$ cat src/rtl/sr_drive_sequencer.sv
// Drive-side sequencer for a bank of WIDTH clocked SR flip-flops: turns target words into one-cycle set/reset pulses.
// Optional readback check of the bank outputs is enabled by defining SR_DRV_CHECK_EN.
module sr_drive_sequencer #(
    parameter int WIDTH         = 8,
    parameter int SETTLE_CYCLES = 1
) (
    input  logic             clk,
    input  logic             rst_n,
    input  logic             in_valid,
    output logic             in_ready,
    input  logic [WIDTH-1:0] in_data,
    output logic [WIDTH-1:0] s_out,
    output logic [WIDTH-1:0] r_out,
    input  logic [WIDTH-1:0] q_in,
    output logic [WIDTH-1:0] shadow,
    output logic             busy,
    output logic             done,
    output logic             err,
    output logic [WIDTH-1:0] err_mask
);

    localparam logic [2:0] ST_INIT   = 3'd0;
    localparam logic [2:0] ST_DRIVE  = 3'd1;
    localparam logic [2:0] ST_SETTLE = 3'd2;
    localparam logic [2:0] ST_CHECK  = 3'd3;
    localparam logic [2:0] ST_IDLE   = 3'd4;

    localparam int              CNT_W    = (SETTLE_CYCLES > 1) ? $clog2(SETTLE_CYCLES) : 1;
    localparam logic [CNT_W-1:0] CNT_LAST = CNT_W'(SETTLE_CYCLES - 1);
    localparam logic [CNT_W-1:0] CNT_ONE  = CNT_W'(1);
    localparam logic [CNT_W-1:0] CNT_ZERO = CNT_W'(0);

    // Bits that must go 0->1 get a set pulse; bits that must go 1->0 get a reset pulse.
    function automatic logic [WIDTH-1:0] set_mask(input logic [WIDTH-1:0] target,
                                                  input logic [WIDTH-1:0] current);
        return target & ~current;
    endfunction

    function automatic logic [WIDTH-1:0] clr_mask(input logic [WIDTH-1:0] target,
                                                  input logic [WIDTH-1:0] current);
        return ~target & current;
    endfunction

    logic [2:0]       state_r;
    logic [2:0]       state_next_s;
    logic [CNT_W-1:0] cnt_r;
    logic [WIDTH-1:0] word_r;
    logic             init_seq_r;
    logic             accept_s;
    logic [WIDTH-1:0] s_next_s;
    logic [WIDTH-1:0] r_next_s;
    logic [WIDTH-1:0] diff_s;

    assign accept_s = in_valid & in_ready & (state_r == ST_IDLE);

`ifdef SR_DRV_CHECK_EN
    assign diff_s = q_in ^ shadow;
`else
    logic unused_q_s;
    assign unused_q_s = ^q_in;
    assign diff_s     = {WIDTH{1'b0}};
`endif

    // Sequencer next-state: fixed walk INIT->DRIVE->SETTLE->CHECK->IDLE, IDLE leaves only on accept.
    always_comb begin
        state_next_s = state_r;
        case (state_r)
            ST_INIT:  state_next_s = ST_DRIVE;
            ST_DRIVE: state_next_s = ST_SETTLE;
            ST_SETTLE: begin
                if (cnt_r == CNT_LAST) begin
                    state_next_s = ST_CHECK;
                end else begin
                    state_next_s = ST_SETTLE;
                end
            end
            ST_CHECK: state_next_s = ST_IDLE;
            ST_IDLE: begin
                if (accept_s) begin
                    state_next_s = ST_DRIVE;
                end else begin
                    state_next_s = ST_IDLE;
                end
            end
            default:  state_next_s = ST_INIT;
        endcase
    end

    // Pulse pattern for the upcoming DRIVE cycle; the bank has no reset, so the first DRIVE clears it.
    always_comb begin
        s_next_s = {WIDTH{1'b0}};
        r_next_s = {WIDTH{1'b0}};
        if (state_r == ST_INIT) begin
            r_next_s = {WIDTH{1'b1}};
        end else if (accept_s) begin
            s_next_s = set_mask(in_data, shadow);
            r_next_s = clr_mask(in_data, shadow);
        end else begin
            s_next_s = {WIDTH{1'b0}};
            r_next_s = {WIDTH{1'b0}};
        end
    end

    // State, settle counter and latched target word.
    always_ff @(posedge clk or negedge rst_n) begin
        if (!rst_n) begin
            state_r    <= ST_INIT;
            cnt_r      <= CNT_ZERO;
            word_r     <= {WIDTH{1'b0}};
            init_seq_r <= 1'b1;
        end else begin
            state_r <= state_next_s;
            if (state_r == ST_SETTLE) begin
                cnt_r <= cnt_r + CNT_ONE;
            end else begin
                cnt_r <= CNT_ZERO;
            end
            if (accept_s) begin
                word_r <= in_data;
            end else begin
                word_r <= word_r;
            end
            if (state_r == ST_CHECK) begin
                init_seq_r <= 1'b0;
            end else begin
                init_seq_r <= init_seq_r;
            end
        end
    end

    // Bank drive pulses and shadow copy; set is masked by reset so S=R=1 can never leave the block.
    always_ff @(posedge clk or negedge rst_n) begin
        if (!rst_n) begin
            s_out  <= {WIDTH{1'b0}};
            r_out  <= {WIDTH{1'b0}};
            shadow <= {WIDTH{1'b0}};
        end else begin
            s_out <= s_next_s & ~r_next_s;
            r_out <= r_next_s;
            if (state_r == ST_DRIVE) begin
                shadow <= word_r;
            end else begin
                shadow <= shadow;
            end
        end
    end

    // Handshake/status outputs, registered from the next state so they line up with it.
    always_ff @(posedge clk or negedge rst_n) begin
        if (!rst_n) begin
            in_ready <= 1'b0;
            busy     <= 1'b1;
            done     <= 1'b0;
            err      <= 1'b0;
            err_mask <= {WIDTH{1'b0}};
        end else begin
            in_ready <= (state_next_s == ST_IDLE);
            busy     <= (state_next_s != ST_IDLE);
            done     <= (state_r == ST_CHECK) & ~init_seq_r;
            if (state_r == ST_CHECK) begin
                err      <= |diff_s;
                err_mask <= diff_s;
            end else begin
                err      <= 1'b0;
                err_mask <= {WIDTH{1'b0}};
            end
        end
    end

endmodule

$ cat config.mk
export PLATFORM = sky130hd
export DESIGN_NAME = sr_drive_sequencer
export DESIGN_NICKNAME = d
export VERILOG_FILES = /design/src/rtl/sr_drive_sequencer.sv
export SDC_FILE = /design/constraint.sdc
export NUM_CORES = 1
export LEC_CHECK = 0
export ABC_AREA = 0
export CORE_MARGIN = 4
export CORE_UTILIZATION = 44
export DETAILED_ROUTE_END_ITERATION = 6
export PLACE_DENSITY = 0.86
export SETUP_SLACK_MARGIN = 0.4
export SYNTH_ARGS = -nofsm -noshare
export SYNTH_HDL_FRONTEND = slang
export SYNTH_SLANG_ARGS = --single-unit
export TNS_END_PERCENT = 30
$ cat constraint.sdc
create_clock -name clk -period 3.7 [get_ports clk]
set_input_delay 0.37 -clock clk [delete_from_list [all_inputs] [get_ports clk]]
set_output_delay 0.37 -clock clk [all_outputs]
set_load 0.02 [all_outputs]
==> results.md <==
- Status: completed
- Top cell family by delay on the critical path: buffers and inverters
- Most frequent cell after synthesis: dfrtp_1
- Largest net degree at the start of global routing: 41
- Core footprint: 0.00339 mm2
- Fin area: 0.00201 mm2
- Pleak: 0.893 nW
- WS Path Type: register to output pin
- Initial Util: 0.466
- Layout cells sized above 1: 0.197
- Layout fillers: 252
- Routability cong.: 0.774
- Area Overhead vs Synth: 27.2%
- Worst R2R Path Depth: 3
- DP Wirelength: 1920 um
- Top cell type's share of synthesized area: 0.602
- Cts repair resizes: 0
- Crit start category: register
- Antenna cells: 0
- Cell Rows: 21
- Post-Syn Area per Cell: 14.0 um2
- Post-Syn Area: 0.00158 mm2
- Nets: 170
- Min Tclk post-route: 1.85 ns
- Number of global-route vias before repair: 998
- TritonCTS Buffers: 5
- FFs w/ async S/R, synth: 1.00
- Port-buffer cells: 37
- Die area: 0.00461 mm2
- First DRT Iteration DRCs: 38
- Worst-Skew Late Latency: 0.35 ns
- Cell taking the most area after synthesis: dfrtp_1
- Final period util: 0.499
- Worst vdd ir: 0.254 mV
- WL/cell: 13.6 um
- Crit Path Max Fanout: 1
- RSZ-0062 raised after global routing: false
- Drt total wl: 2690 um
- CP endpoint: busy
- Seq/Total Area, Yosys: 0.635
- Maxcap violations: 0
- Final Hold Viols: 0
- Setup crit start: busy
- Antenna violations before repair: 0
- Die X: 67.9 um
- Rel. slew slack: 0.440
- H-tree levels: 2
- Sum Neg Setup Slack: 0 ns
- Mapped Cells: 113
- Post-route ant nets: 0
- Tot GR Track Use: 0.136
- Synth top area cells: dfrtp_1 (60%), mux2_2 (9.3%), buf_4 (4.3%)
- Post-synth EDFFs: 0
- Clock slew at reported path FFs: 0.11 ns
- Reg-to-reg startpoint: state_r[1]
- Drc violations: 0
- Flops & latches, synth: 40
- Cell Area, Placed: 0.00193 mm2
- Skew final: 0.00474 ns
- IO Count: 55
- DR pass1 iterations: 4
- TritonCTS clock tree: built
- HP Class: input port to asynchronous set/reset pin
- Post-CTS Setup Bufs: 0
- Storage cell area: 0.00100 mm2
- Synth cell types: 24
- Yosys Warn Count: 0
- Worst-margin pin slew: 0.841 ns
- Synth top cells by count: dfrtp_1 (38), mux2_2 (13), buf_4 (9)
- Global-route wire length before repair: 4430 um
- Die Y: 67.9 um
- Vias: 943
- Upper clock frequency limit: 541 MHz
- Area of the multi-input gates: 502 um2
- R2R Setup Slk: 2.12 ns
- Crit path buf inv count: 1
- CTS max path bufs: 2
- CP max-delay cell: clkdlybuf4s50_1
- Crit path largest cell delay: 0.60 ns
- CP required: 3.33 ns
- Hold-fix buffers at CTS: 0
- Final max-slew violation count: 0
- Grt ovf: 0
- Crit. End Element: output pin
- Crit path cell chain: clkdlybuf4s50_1
- Levels on crit path: 1
- Dominant synthesized flop cell: dfrtp_1
- Via/cell ratio: 4.76
- CP arrival: 1.48 ns
- Clock root cell: clkbuf_4
- Power per cell area: 774 mW/mm2
- Clk sink count: 40
- Setup violations, final: 0
- Reg-to-Reg End: word_r[6]
cells in the final DEF (no fill, tap or decap), drive strengths merged, types with 2 or more instances in the layout:
master,count
mux2,16
nand2,4
nand2b,8
dfstp,2
nor2,4
dfrtp,38
and2,2
nor3b,9
clkdlybuf4s50,36
clkbuf,5
o21ai,8
conb,9
worst min-delay path by stage:
stage	end	from	depth (start not counted)
final	word_r[5]	rst_n	1
after floorplan	cnt_r	rst_n	0
after global placement	cnt_r	cnt_r	1
after CTS	s_out[4]	rst_n	1
after global routing	s_out[4]	rst_n	1
after detailed placement	cnt_r	cnt_r	1
metrics by stage:
step	power, mW	util	hold slack [ns]	setup slack [ns]	instances
after CTS	1.58	0.592	0.125	1.83	198
after floorplan	1.05	-	0.0744	2.34	121
after global routing	1.66	0.592	0.163	1.80	198
after detailed placement	1.29	0.569	0.418	1.89	190
after global placement	1.26	0.569	0.407	1.92	190
final	1.55	0.592	0.110	1.85	198
sequential cells by signal, summed over array words and instances, names as in the netlist:
signal / flops
shadow: 8
busy: 1
s_out: 8
done: 1
word_r: 8
state_r: 3
cnt_r: 1
in_ready: 1
r_out: 8
init_seq_r: 1
routing by layer:
| layer | GRT usage | up-vias | routed length [um] |
|---|---|---|---|
| met5 | 0 | - | 0 |
| li1 | - | 437 | - |
| met4 | 0.0819 | 0 | 64 |
| met2 | 0.225 | 36 | 1310 |
| met3 | 0.0558 | 5 | 207 |
| met1 | 0.146 | 465 | 1110 |
where the power goes:
| part | internal (mW) | total, mW | switching [mW] |
|---|---|---|---|
| combinational | 0.302 | 0.573 | 0.271 |
| clock | 0.141 | 0.281 | 0.141 |
| sequential | 0.589 | 0.700 | 0.111 |
kinds of logic (layout without fill, tap and decap cells):
group	Yosys count	after routing	synth area share
flops	40	40	0.635
simple gates	33	33	0.144
mux	16	16	0.121
buf+inv	14	45	0.0658
compound gates	8	8	0.0254
other cells	1	9	0.00237
xor+xnor	1	1	0.00555
area by class of cell:
| type | count | share of cell area |
|---|---|---|
| clock buffer | 5 | 0.0187 |
| clock inverter | 3 | 0.0212 |
| multi-input combinational | 67 | 0.250 |
| sequential | 40 | 0.500 |
| tap | 46 | 0.0287 |
| timing repair buffer | 37 | 0.182 |
Power figures use the tool's default switching activity.
